===== src/rtl/seq_det_if.sv =====
// Serial pattern detector bus: frame control, config, bit stream and results.
interface seq_det_if #(
   parameter int CNT_W = 8
);
   logic             start;
   logic [7:0]       cfg_pat;
   logic [2:0]       cfg_len;
   logic [7:0]       cfg_frame;
   logic             cfg_overlap;
   logic             bit_in;
   logic             bit_vld;
   logic             bit_rdy;
   logic             busy;
   logic             match;
   logic [CNT_W-1:0] match_cnt;
   logic             done;

   modport master (
      output start, cfg_pat, cfg_len, cfg_frame, cfg_overlap,
      output bit_in, bit_vld,
      input  bit_rdy, busy, match, match_cnt, done
   );

   modport slave (
      input  start, cfg_pat, cfg_len, cfg_frame, cfg_overlap,
      input  bit_in, bit_vld,
      output bit_rdy, busy, match, match_cnt, done
   );
endinterface


===== src/rtl/seq_det_ctrl.sv =====
// Framed serial pattern detector: counts pattern hits over a frame of bits.
module seq_det_ctrl #(
   parameter int CNT_W = 8
) (
   input  logic      clk,
   input  logic      rst,
   seq_det_if.slave  bus
);

   typedef enum logic [1:0] {
      IDLE,
      RUN,
      DONE
   } state_e;

   state_e           state_q, state_d;
   logic [7:0]       pat_q, pat_d;
   logic [2:0]       len_q, len_d;
   logic [7:0]       frame_q, frame_d;
   logic             ovl_q, ovl_d;
   logic [7:0]       hist_q, hist_d;
   logic [3:0]       seen_q, seen_d;
   logic [8:0]       fcnt_q, fcnt_d;
   logic [CNT_W-1:0] cnt_q, cnt_d;
   logic             match_q, match_d;
   logic             done_q, done_d;
   logic             busy_q, busy_d;
   logic             rdy_q, rdy_d;

   logic [7:0]       hist_nx;
   logic [7:0]       mask;
   logic [3:0]       seen_nx;
   logic [8:0]       flen;
   logic [8:0]       fcnt_nx;
   logic             hit;

   always_comb begin
      hist_nx = {hist_q[6:0], bus.bit_in};
      seen_nx = (seen_q == 4'd8) ? seen_q : seen_q + 4'd1;
      mask    = 8'hff >> (3'd7 - len_q);
      hit     = (((hist_nx ^ pat_q) & mask) == 8'h00) &&
                (seen_nx > {1'b0, len_q});
      // a programmed frame length of 0 stands for 256 bits
      flen    = (frame_q == 8'd0) ? 9'd256 : {1'b0, frame_q};
      fcnt_nx = fcnt_q + 9'd1;

      state_d = state_q;
      pat_d   = pat_q;
      len_d   = len_q;
      frame_d = frame_q;
      ovl_d   = ovl_q;
      hist_d  = hist_q;
      seen_d  = seen_q;
      fcnt_d  = fcnt_q;
      cnt_d   = cnt_q;
      match_d = 1'b0;

      unique case (state_q)
         IDLE: begin
            if (bus.start) begin
               state_d = RUN;
               pat_d   = bus.cfg_pat;
               len_d   = bus.cfg_len;
               frame_d = bus.cfg_frame;
               ovl_d   = bus.cfg_overlap;
               hist_d  = 8'h00;
               seen_d  = 4'd0;
               fcnt_d  = 9'd0;
               cnt_d   = '0;
            end
         end
         RUN: begin
            if (rdy_q && bus.bit_vld) begin
               hist_d  = hist_nx;
               seen_d  = (hit && !ovl_q) ? 4'd0 : seen_nx;
               match_d = hit;
               fcnt_d  = fcnt_nx;
               if (hit && (cnt_q != '1)) begin
                  cnt_d = cnt_q + 1'b1;
               end
               if (fcnt_nx == flen) begin
                  state_d = DONE;
               end
            end
         end
         DONE: begin
            state_d = IDLE;
         end
         default: begin
            state_d = IDLE;
         end
      endcase

      busy_d = (state_d != IDLE);
      rdy_d  = (state_d == RUN);
      done_d = (state_d == DONE);
   end

   always_ff @(posedge clk) begin
      if (rst) begin
         state_q <= IDLE;
         pat_q   <= 8'h00;
         len_q   <= 3'd0;
         frame_q <= 8'h00;
         ovl_q   <= 1'b0;
         hist_q  <= 8'h00;
         seen_q  <= 4'd0;
         fcnt_q  <= 9'd0;
         cnt_q   <= '0;
         match_q <= 1'b0;
         done_q  <= 1'b0;
         busy_q  <= 1'b0;
         rdy_q   <= 1'b0;
      end else begin
         state_q <= state_d;
         pat_q   <= pat_d;
         len_q   <= len_d;
         frame_q <= frame_d;
         ovl_q   <= ovl_d;
         hist_q  <= hist_d;
         seen_q  <= seen_d;
         fcnt_q  <= fcnt_d;
         cnt_q   <= cnt_d;
         match_q <= match_d;
         done_q  <= done_d;
         busy_q  <= busy_d;
         rdy_q   <= rdy_d;
      end
   end

   assign bus.bit_rdy   = rdy_q;
   assign bus.busy      = busy_q;
   assign bus.match     = match_q;
   assign bus.match_cnt = cnt_q;
   assign bus.done      = done_q;

endmodule

===== src/flat_wrapper.sv =====
// flat-port wrapper written by rule: the top's interface ports become plain ports
module seq_det_ctrl_flat 
#(
   parameter int CNT_W = 8
)
  (clk, rst, bus_start, bus_cfg_pat, bus_cfg_len, bus_cfg_frame, bus_cfg_overlap, bus_bit_in, bus_bit_vld, bus_bit_rdy, bus_busy, bus_match, bus_match_cnt, bus_done);
  seq_det_if #(.CNT_W(CNT_W)) bus_i ();
  input  logic clk;
  input  logic rst;
  input wire logic [$bits(bus_i.start)-1:0] bus_start;
  input wire logic [$bits(bus_i.cfg_pat)-1:0] bus_cfg_pat;
  input wire logic [$bits(bus_i.cfg_len)-1:0] bus_cfg_len;
  input wire logic [$bits(bus_i.cfg_frame)-1:0] bus_cfg_frame;
  input wire logic [$bits(bus_i.cfg_overlap)-1:0] bus_cfg_overlap;
  input wire logic [$bits(bus_i.bit_in)-1:0] bus_bit_in;
  input wire logic [$bits(bus_i.bit_vld)-1:0] bus_bit_vld;
  output wire logic [$bits(bus_i.bit_rdy)-1:0] bus_bit_rdy;
  output wire logic [$bits(bus_i.busy)-1:0] bus_busy;
  output wire logic [$bits(bus_i.match)-1:0] bus_match;
  output wire logic [$bits(bus_i.match_cnt)-1:0] bus_match_cnt;
  output wire logic [$bits(bus_i.done)-1:0] bus_done;
  assign bus_i.start = bus_start;
  assign bus_i.cfg_pat = bus_cfg_pat;
  assign bus_i.cfg_len = bus_cfg_len;
  assign bus_i.cfg_frame = bus_cfg_frame;
  assign bus_i.cfg_overlap = bus_cfg_overlap;
  assign bus_i.bit_in = bus_bit_in;
  assign bus_i.bit_vld = bus_bit_vld;
  assign bus_bit_rdy = bus_i.bit_rdy;
  assign bus_busy = bus_i.busy;
  assign bus_match = bus_i.match;
  assign bus_match_cnt = bus_i.match_cnt;
  assign bus_done = bus_i.done;
  seq_det_ctrl #(.CNT_W(CNT_W)) u_core (.clk(clk), .rst(rst), .bus(bus_i));
endmodule

===== config.mk =====
export PLATFORM = sky130hd
export DESIGN_NAME = seq_det_ctrl_flat
export DESIGN_NICKNAME = d
export VERILOG_FILES = /design/src/rtl/seq_det_if.sv /design/src/rtl/seq_det_ctrl.sv /design/src/flat_wrapper.sv
export SDC_FILE = /design/constraint.sdc
export NUM_CORES = 1
export LEC_CHECK = 0
export ABC_CLOCK_PERIOD_IN_PS = 6450
export CAP_MARGIN = 0
export CORE_MARGIN = 2
export CORE_UTILIZATION = 59
export DETAILED_ROUTE_END_ITERATION = 16
export GPL_ROUTABILITY_DRIVEN = 0
export GPL_TIMING_DRIVEN = 0
export PLACE_DENSITY = 0.85
export SLEW_MARGIN = 15
export SYNTH_ARGS = -nofsm -noshare
export SYNTH_HDL_FRONTEND = slang
export SYNTH_SLANG_ARGS = --single-unit
export TNS_END_PERCENT = 30

===== constraint.sdc =====
create_clock -name clk -period 6.45 [get_ports clk]
set_clock_uncertainty 0.2 [all_clocks]
set_input_delay 0.645 -clock clk [delete_from_list [all_inputs] [get_ports clk]]
set_output_delay 0.645 -clock clk [all_outputs]
set_load 0.02 [all_outputs]

Yosys cells after proc, flatten, opt, wreduce, memory -nomap -nowiden --
Index checks and enable logic that the tools add are counted.
Cells by class: $add $sub $neg 4, magnitude comparators 1, equal/unequal tests 9, shift operators 1, multiplexer cells 19, bitwise logic cells 4, reductions and logical operators 14
Operator list (count):
- 9-bit 2-to-1 mux | 3
- 8-bit 2-to-1 mux | 3
- 9-bit one-hot mux with 2 select lines | 1
- 8-bit zero test | 2
- 4-bit 2-to-1 mux | 4
- 8-bit one-hot mux with 2 select lines | 1
- 7-bit one-hot mux with 2 select lines | 1
- 9-bit by 1-bit adder with 9-bit output, second input constant | 1
- 9-bit equality test | 1
- 8-bit by 1-bit adder with 8-bit output, second input constant | 1
- 8-bit AND | 1
- 8-bit != test, second input constant | 1
- 4-bit one-hot mux with 2 select lines | 1
- 8-bit by 3-bit >> shifter with 8-bit output, first input constant | 1
- 8-bit XOR | 1
- 7-bit 2-to-1 mux | 1
- 2-bit 2-to-1 mux | 3
- 4-bit by 1-bit adder with 4-bit output, second input constant | 1
- 2-bit by 1-bit equality test with 1-bit output, second input constant | 2
- 4-bit equality test, second input constant | 1
- 4-bit by 3-bit greater-than comparator with 1-bit output | 1
- 1-bit logical AND | 4
- 2-bit by 1-bit != test with 1-bit output, second input constant | 2
- 2-bit one-hot mux with 2 select lines | 1
- 11 further kinds | 13
Word-level totals: flip-flop bits (word level) 54, bits of input ports 25, output and inout port bits 12, logic and storage cells 65

Logic depth before layout (Yosys ltp) --
Gate-level depths: netlist (run 1).
depth in word-level cells 9, gate-level depth with buffers 13, depth with buffers taken out 12

Worst setup path before layout (run 1) --
No wires, ideal clock.
path kind reg2reg, from register u_core.seen_q[0], to register u_core.cnt_q[4], in the netlist u_core.bus.match_cnt[4], library setup time 0.070 ns, arrival 2.296 ns, data required time 6.180 ns, slack 3.884 ns, cell stages (with the launch flop) 13, path buffers 0, period minus slack after synthesis 2.566 ns, cell sequence dfxtp_1 > inv_1 > ha_1 > nand2_1 > nor2_1 > xnor2_1 > ha_1 > nand3_1 > o21ai_0 > o21ai_0 > nand3b_1 > or4_1 > a21oi_1
Between the ends: word-level cells in the longest chain between the ends 7, elaborated cells between the ends (all ways) 8, classes of those cells add/sub (1); order compare (1); eq/ne (2); mux (1); reduce/logical (3)
Ends and longest elaborated chain:
- from (decl) | RTL line seq_det_ctrl.sv:22 | logic [3:0] seen_q, seen_d;
- from (signal assigned) | RTL line seq_det_ctrl.sv:121 | seen_q <= seen_d;
- 4-bit by 1-bit adder with 4-bit output or 4-bit equality test (tied branches) | RTL line seq_det_ctrl.sv:39 | seen_nx = (seen_q == 4'd8) ? seen_q : seen_q + 4'd1;
- 4-bit 2-to-1 mux * | RTL line seq_det_ctrl.sv:39
- 4-bit by 3-bit greater-than comparator with 1-bit output * | RTL line seq_det_ctrl.sv:42 | (seen_nx > {1'b0, len_q});
- 1-bit logical AND * | RTL line seq_det_ctrl.sv:41 | hit = (((hist_nx ^ pat_q) & mask) == 8'h00) &&
- 1-bit logical AND * | RTL line seq_det_ctrl.sv:78 | if (hit && (cnt_q != '1)) begin
- 2-bit by 1-bit != test with 1-bit output (no line) *
- 4-bit AND reduction (no line) *
- to (signal assigned) | RTL line seq_det_ctrl.sv:123 | cnt_q <= cnt_d;
- to (decl) | RTL line seq_det_ctrl.sv:24 | logic [CNT_W-1:0] cnt_q, cnt_d;
Mark *: on every way between the ends. The rest lies on a longest branch, timed or not. A chain may end at the register's enable or synchronous reset.

Worst setup path after layout (run 1) --
Ends and elaborated chain as after synthesis.

==> results of run 1 <==
-- critical path: cells and delay by family (launching register included) --
family / cells / cell delay, ns
compound gates: 4 / 0.68
simple gates: 5 / 0.66
fa+ha+maj: 2 / 0.47
buf+inv: 2 / 0.44
flops: 1 / 0.43
-- power groups by stage --
| stage | clock network (uW) | logic [uW] | registers (uW) |
|---|---|---|---|
| 6_report | 195 | 87.2 | 352 |
| 3_3_place_gp | 0 | 84.0 | 359 |
| 3_5_place_dp | 0 | 86.5 | 359 |
| 5_1_grt | 210 | 98.2 | 353 |
| 2_1_floorplan | 0 | 53.4 | 358 |
| 4_1_cts | 196 | 87.2 | 352 |
-- through the flow --
| stage | cell area [um^2] | total power [uW] | utilization [%] | instances | setup slack [ns] |
|---|---|---|---|---|---|
| global route | 3220 | 661 | 73.5 | 439 | 3.16 |
| finish | 3220 | 634 | 73.5 | 439 | 3.47 |
| CTS | 3220 | 635 | 73.5 | 439 | 3.49 |
| detailed placement | 3130 | 446 | 71.4 | 431 | 3.55 |
| floorplan | 2720 | 411 | - | 344 | 3.88 |
| global placement | 3130 | 443 | 71.4 | 431 | 3.64 |
-- routing by layer --
layer  share of wire (%)  wire length (um)  vias up
met4                 1.2                76        0
met3                 5.4               342        8
met5                   0                 0        -
met2                  48              3030       79
li1                    -                 -     1290
met1                  45              2850     1193
-- synth_stat cells (all sizes together), types with 4 or more instances --
library cell  number  area share [%]
ha                 7             3.2
nor4               7             1.6
nand4              5             1.2
xnor2             12             4.1
dfxtp             54              40
a21oi             45             8.3
o21ai             13             2.4
buf                6             1.9
nand3             15             2.8
o21a               4             1.1
clkbuf            15             2.1
nor2              21             2.9
xor2              11             3.5
nor3               7             1.3
or4                5             1.5
or3                5             1.2
nand2             65             9.0
inv                8             1.1
a22oi              4             1.1
and2               5             1.2
-- cell type report --
class	instances	area (um^2)
Sequential cell	54	1080
Timing Repair Buffer	35	350
Tap cell	52	65.1
Inverter	8	30.0
Buffer	21	108
Fill cell	372	1160
Clock inverter	1	5.00
Multi-Input combinational cell	261	1500
Clock buffer	7	86.3
-- cells by family (layout without fill, tap and decap cells) --
group / Yosys count / after routing / synth area share (%)
AND/OR/NAND/NOR: 146 / 146 / 25.6
AO/OA/AOI/OAI: 83 / 83 / 17.9
flip-flops: 54 / 54 / 39.8
buffers and inverters: 29 / 72 / 5.07
XOR/XNOR: 23 / 23 / 7.69
adder cells (fa/ha/maj): 7 / 7 / 3.22
multiplexers: 2 / 2 / 0.737
-- flip-flops by register name, summed over array words and instances (netlist names) --
signal,count
u_core.frame_q,8
u_core.len_q,3
u_core.state_q,2
u_core.ovl_q,1
u_core.fcnt_q,9
u_core.bus.bit_rdy,1
u_core.bus.done,1
u_core.bus.match,1
u_core.pat_q,8
u_core.hist_q,7
u_core.bus.busy,1
u_core.bus.match_cnt,8
u_core.seen_q,4
-- final timing paths --
check                                                to
worst max register to register  u_core.bus.match_cnt[4]
worst min-delay path                    u_core.pat_q[3]
worst min register to register          u_core.pat_q[3]
worst max-delay path            u_core.bus.match_cnt[4]
==> results_tabular.tex, run 1 <==
\begin{tabular}{lr}
\hline
Metric & Value \\
\hline
\multicolumn{2}{l}{\textbf{Layout}} \\
\quad Net count, final & $\sim$420 \\
\quad Layout cells sized above 1 & a little over 4\% \\
\quad Antenna cells & 0 \\
\quad Most common cell after layout, fill and taps aside & sky130\_fd\_sc\_hd\_\_nand2\_1 \\
\quad P\&R area growth vs syn & 18.7\% \\
\quad Highest-count cells in the layout ignoring fill and taps & sky130\_fd\_sc\_hd\_\_nand2\_1 (65), sky130\_fd\_sc\_hd\_\_dfxtp\_1 (54), sky130\_fd\_sc\_hd\_\_a21oi\_1 (45) \\
\multicolumn{2}{l}{\textbf{Timing}} \\
\quad Shortest period the worst path allows & between 2 and 3 ns \\
\quad RSZ-0062 raised after global routing & no \\
\quad Setup-violating endpoint count in the final report & 0 \\
\quad Worst max-slew margin expressed relative to the limit & 60.8\% \\
\quad Worst hold slack & between 0.2 and 0.3 ns \\
\quad Hold violation total from the final report & 0 \\
\quad Setup total negative slack & 0 ns \\
\quad Measured slew at the worst slew-check pin & between 0.5 and 0.6 ns \\
\quad Max Transition Viols Final & 0 \\
\quad Share of the clock period used by the worst path & 46.3\% \\
\quad Fmax achieved & $\sim$0.34 GHz \\
\multicolumn{2}{l}{\textbf{Flow run}} \\
\quad Maxcap violations & 0 \\
\multicolumn{2}{l}{\textbf{Global routing}} \\
\quad Global-route track usage on met2 & a little under half \\
\quad Global Route Usage Sum & approximately 28\% \\
\quad First-pass GRT wire length & about 11000 um \\
\quad Largest net degree at the start of global routing & 16 \\
\quad Met1 Track Usage GR & a little over a third \\
\quad Remaining Overflow, GRT & 0 \\
\quad Most utilized layer in the global route result & met2 \\
\quad Met3 usage & 5.34\% \\
\quad Number of antenna violations at the first check in global routing & 0 \\
\quad Vias in the first global route & 2542 \\
\multicolumn{2}{l}{\textbf{Min path}} \\
\quad Path type of the worst min-delay path & flop to flop \\
\quad Hold Startpoint & u\_core.pat\_q[3] \\
\quad Worst Hold Path Cells & 2 \\
\multicolumn{2}{l}{\textbf{Pwr}} \\
\quad Switching power as a share of total power & 26.3\% \\
\quad Worst supply voltage drop on vdd & 111 uV \\
\quad Combinational power share & 13.8\% \\
\quad Seq pwr share & a little under three fifths \\
\quad Net switching power & approximately 170 uW \\
\quad Internal power summed over all cells & between 400 and 500 uW \\
\quad Leakage power & approximately 0.0011 uW \\
\quad Clock network power share & 30.8\% \\
\quad Total power density per cell area & 197 nW/um\^{}2 \\
\multicolumn{2}{l}{\textbf{Logic synthesis}} \\
\quad Most instantiated flip-flop cell in the synthesis netlist & sky130\_fd\_sc\_hd\_\_dfxtp\_1 \\
\quad \#FFs+latches synth & 54 \\
\quad Average footprint of a synthesized cell & around 7.9 um\^{}2 \\
\quad Net count of the mapped netlist & about 380 \\
\quad EDFF count, synth & 0 \\
\quad Fraction of registers with async set or reset after synthesis & 0\% \\
\quad Warnings, synthesis & 0 \\
\quad Unique masters post-synth & 46 \\
\quad Cell area after technology mapping & between 2000 and 3000 um\^{}2 \\
\quad Portion of the post-synthesis area used by sequential elements & about 40\% \\
\quad Instance count of the mapped netlist & between 300 and 400 \\
\multicolumn{2}{l}{\textbf{Placement}} \\
\quad Port Buffer Count & 35 \\
\quad Final HPWL from detailed placement & about 4600 um \\
\multicolumn{2}{l}{\textbf{Clocking}} \\
\quad Buffers inserted during post-CTS setup optimization & 0 \\
\quad Clk sinks & 54 \\
\quad CTS tree & yes \\
\quad Master cell of the clock root buffer & sky130\_fd\_sc\_hd\_\_clkbuf\_8 \\
\quad CTS H-tree depth & 2 \\
\quad Number of buffers on the longest clock path & 2 \\
\quad Number of CTS-inserted buffers & 5 \\
\quad Clock Latency Late Sink & a little over 0.3 ns \\
\quad Number of cells upsized or downsized after cts & 0 \\
\quad Post-CTS Hold Buffers & 0 \\
\quad Clock slew at the register clock pins of the worst setup and hold paths & about 0.090 ns \\
\multicolumn{2}{l}{\textbf{Floorplan}} \\
\quad Vert. Die Dim & around 72 um \\
\quad Number of top-level design ports & 37 \\
\quad FP Rows & 24 \\
\quad Die outline area & 5160 um\^{}2 \\
\quad Initial standard-cell utilization of the core & 62.0\% \\
\quad Width of the die & about 72 um \\
\quad CORE AREA & between 4000 and 5000 um\^{}2 \\
\multicolumn{2}{l}{\textbf{Route}} \\
\quad Antenna Nets Post-Route & 0 \\
\quad Number of detailed-routing iterations run before antenna repair & 4 \\
\quad Routed wire length & 6300 um \\
\quad Number of vias after detailed routing & between 2k and 3k \\
\quad DRC violation total after the first TritonRoute iteration & between 200 and 250 \\
\quad Vias per cell & 5.85 \\
\quad WL per Instance & 14.3 um \\
\quad DRC errors left & 0 \\
\multicolumn{2}{l}{\textbf{Worst setup path}} \\
\quad Crit end category & flop \\
\quad Critical Path Max Stage Delay & around 0.43 ns \\
\quad Required time of the critical path & $\sim$6.4 ns \\
\quad Element type at the critical path start & flop \\
\quad First element of the critical path & u\_core.seen\_q[0] \\
\quad Logic depth of the worst register-to-register path & 13 \\
\quad WS Path Type & flop to flop \\
\quad Worst-case register-to-register setup slack & 3.47 ns \\
\quad Worst reg2reg startpoint & u\_core.seen\_q[0] \\
\quad CP Max Fanout & 10 \\
\quad Slowest cell on crit path & sky130\_fd\_sc\_hd\_\_dfxtp\_1 \\
\quad Arrival @ worst endpoint & between 2 and 3 ns \\
\quad Cell-by-cell trace of the critical path & inv\_1, ha\_1, nand2\_1, nor2\_1, nor2\_1, ha\_1, nand3\_1, o21ai\_0, o21ai\_0, nand3b\_1, clkbuf\_1, o31ai\_1, a21oi\_1 \\
\multicolumn{2}{l}{\textbf{Run status}} \\
\quad Outcome & finished, final reports clean \\
\hline
\end{tabular}
Note: power is estimated with default switching activity, not from simulation.
==> run 2: changes to the inputs <==
ABC_CLOCK_PERIOD_IN_PS = 3100   (was 6450)
CORE_UTILIZATION = 54   (was 59)
PLACE_DENSITY = 0.79   (was 0.85)
clock period = 3.1 ns   (was 6.45 ns; I/O delays follow)
==> run 2 against run 1 <==
  * First-iteration DRC count down 9.2%
  * Via count is 1.2% lower
  * Wire length shrank 1.6%
  * Count of clock-buffer cells in the layout is 1 lower
  * Global-route usage shrank 4.2 points
  * Flip-flop and latch count did not move
==> results_tabular.tex, run 2 (synthesis results as in run 1) <==
\begin{tabular}{lr}
\hline
Metric & Value \\
\hline
\multicolumn{2}{l}{\textbf{Run status}} \\
\quad Outcome & finished, final reports clean \\
\multicolumn{2}{l}{\textbf{Layout}} \\
\quad Biggest register & u\_core.fcnt\_q \\
\quad Fill cell instance count of the final layout & around 400 \\
\quad P\&R area growth vs syn & 21.9\% \\
\quad Antenna cells & 0 \\
\quad Net count, final & roughly 420 \\
\quad Final cell utilization of the core & between 60 and 70\% \\
\quad Reg area & between 1000 and 1500 um\^{}2 \\
\quad Number of flip-flops under the largest register name & 9 \\
\quad Area used by multi-input combinational logic & approximately 1500 um\^{}2 \\
\quad Most common cell after layout, fill and taps aside & sky130\_fd\_sc\_hd\_\_nand2\_1 \\
\quad Non-Filler Cell Area, Final & $\sim$3300 um\^{}2 \\
\quad Highest-count cells in the layout ignoring fill and taps & sky130\_fd\_sc\_hd\_\_nand2\_1 (65), sky130\_fd\_sc\_hd\_\_dfxtp\_1 (53), sky130\_fd\_sc\_hd\_\_a21oi\_1 (45) \\
\quad Layout cells sized above 1 & slightly above 5\% \\
\multicolumn{2}{l}{\textbf{Placement}} \\
\quad Final HPWL from detailed placement & around 4500 um \\
\quad Port Buffer Count & 35 \\
\quad Placement-stage cell area & about 3200 um\^{}2 \\
\multicolumn{2}{l}{\textbf{Pwr}} \\
\quad Total power density per cell area & approximately 450 nW/um\^{}2 \\
\quad Total design power & 1490 uW \\
\quad Leakage power & between 0.001 and 0.0015 uW \\
\quad Worst supply voltage drop on vdd & approximately 260 uV \\
\multicolumn{2}{l}{\textbf{Timing}} \\
\quad Shortest period the worst path allows & between 2 and 3 ns \\
\quad Setup-violating endpoint count in the final report & 0 \\
\quad Measured slew at the worst slew-check pin & between 0.5 and 0.6 ns \\
\quad Share of the clock period used by the worst path & between 90\% and 100\% \\
\quad Max Transition Viols Final & 0 \\
\quad Hold violation total from the final report & 0 \\
\quad Setup total negative slack & 0 ns \\
\quad Fmax achieved & $\sim$0.35 GHz \\
\quad RSZ-0062 raised after global routing & no \\
\quad Worst max-slew margin expressed relative to the limit & 60.4\% \\
\multicolumn{2}{l}{\textbf{Global routing}} \\
\quad First-pass GRT wire length & around 10000 um \\
\quad Largest net degree at the start of global routing & 17 \\
\quad Vias in the first global route & 2268 \\
\quad Global Route Usage Sum & around a quarter \\
\quad Number of antenna violations at the first check in global routing & 0 \\
\quad Remaining Overflow, GRT & 0 \\
\multicolumn{2}{l}{\textbf{Clocking}} \\
\quad Number of buffers on the longest clock path & 2 \\
\quad CTS H-tree depth & 2 \\
\quad Number of CTS-inserted buffers & 5 \\
\quad Clock Latency Late Sink & about 0.3 ns \\
\quad Clk sinks & 54 \\
\quad CTS tree & yes \\
\quad Clock slew at the register clock pins of the worst setup and hold paths & $\sim$0.09 ns \\
\quad Buffers inserted during post-CTS setup optimization & 0 \\
\quad Master cell of the clock root buffer & sky130\_fd\_sc\_hd\_\_clkbuf\_8 \\
\multicolumn{2}{l}{\textbf{Route}} \\
\quad Number of detailed-routing iterations run before antenna repair & 4 \\
\quad Vias per cell & $\sim$5.6 \\
\quad DRC errors left & 0 \\
\quad WL per Instance & 13.6 um \\
\quad Routed wire length & around 6200 um \\
\quad Antenna Nets Post-Route & 0 \\
\quad DRC violation total after the first TritonRoute iteration & about 190 \\
\quad Number of vias after detailed routing & 2538 \\
\multicolumn{2}{l}{\textbf{Worst setup path}} \\
\quad Arrival @ worst endpoint & 2.86 ns \\
\quad WS Path Type & flop to flop \\
\quad CP Max Fanout & 8 \\
\quad Required time of the critical path & around 3.1 ns \\
\quad Element type at the critical path start & flop \\
\quad Crit end category & flop \\
\multicolumn{2}{l}{\textbf{Floorplan}} \\
\quad Vert. Die Dim & 74.9 um \\
\quad Width of the die & between 70 and 80 um \\
\quad Initial standard-cell utilization of the core & approximately 57\% \\
\quad Number of top-level design ports & 37 \\
\quad CORE AREA & between 4000 and 5000 um\^{}2 \\
\quad FP Rows & 25 \\
\quad Die outline area & about 5600 um\^{}2 \\
\multicolumn{2}{l}{\textbf{Flow run}} \\
\quad Maxcap violations & 0 \\
\multicolumn{2}{l}{\textbf{Min path}} \\
\quad Path type of the worst min-delay path & flop to flop \\
\hline
\end{tabular}
==> run 2: cell count changes in the layout (fill, tap and decap cells not counted), sizes merged <==
cell,before,now
buf,6,7
bufinv,0,2
clkinv,1,0
dlygate4sd3,0,1
clkbuf,22,20
==> run 2: worst paths after layout <==
path,from,end,slack (ns),cells after the start
setup / recovery,u_core.seen_q[0],u_core.bus.match_cnt[4],0.28,12
hold / removal,u_core.hist_q[6],u_core.hist_q[6],0.27,2
setup reg to reg,u_core.seen_q[0],u_core.bus.match_cnt[4],0.28,12
hold reg to reg,u_core.hist_q[6],u_core.hist_q[6],0.27,2
==> run 2: timing repair <==
| item | in CTS | in global routing |
|---|---|---|
| hold buffers | 1 | 0 |
| setup endpoints to repair | 0 | 12 |
| endpoints found under the hold margin | 1 | 0 |
| gates resized for setup | 0 | 8 |
==> run 2: cell type report <==
| class | count | share of cell area, % |
|---|---|---|
| flip-flops and latches | 54 | 32.7 |
| inverters | 8 | 0.907 |
| repair buffers | 36 | 10.9 |
| plain buffers | 21 | 3.36 |
| multi-input cells | 261 | 45.3 |
| clock buffers | 6 | 2.49 |
| well taps | 67 | 2.53 |
| clock inverters | 2 | 1.81 |
==> run 2: critical path, cell delays in order, from the launching register on <==
cell                       delay (ns)
sky130_fd_sc_hd__dfxtp_2         0.36
sky130_fd_sc_hd__inv_1           0.11
sky130_fd_sc_hd__ha_1            0.16
sky130_fd_sc_hd__nand2_1         0.08
sky130_fd_sc_hd__nor2_2          0.17
sky130_fd_sc_hd__xnor2_1         0.16
sky130_fd_sc_hd__ha_1            0.26
sky130_fd_sc_hd__nand3_1         0.08
sky130_fd_sc_hd__o21ai_0         0.07
sky130_fd_sc_hd__o21ai_1         0.15
sky130_fd_sc_hd__nand3b_1        0.25
sky130_fd_sc_hd__or4_1           0.56
sky130_fd_sc_hd__a21oi_1         0.15
==> run 2: per-layer routing <==
metal  track usage [%]  wire (um)
met1              32.3       2890
met4              6.35         52
met2              38.0       2980
met5                 0          0
met3              4.69        276
==> run 2: per-stage QoR <==
stage | setup WS, ns | hold slack (ns) | cells
6_report | 0.280 | 0.271 | 455
5_1_grt | 0.0441 | 0.296 | 455
3_5_place_dp | 0.196 | 0.260 | 446
2_1_floorplan | 0.534 | 0.243 | 344
3_3_place_gp | 0.278 | 0.252 | 446
4_1_cts | 0.152 | 0.273 | 455
==> run 2: power by group <==
part	total (uW)	internal, uW	leakage (uW)	switching [uW]
logic	184	82.4	0.000663	101
registers	732	712	0.000440	19.3
clock network	570	344	0.0000714	226
total	1490	1140	0.00117	346
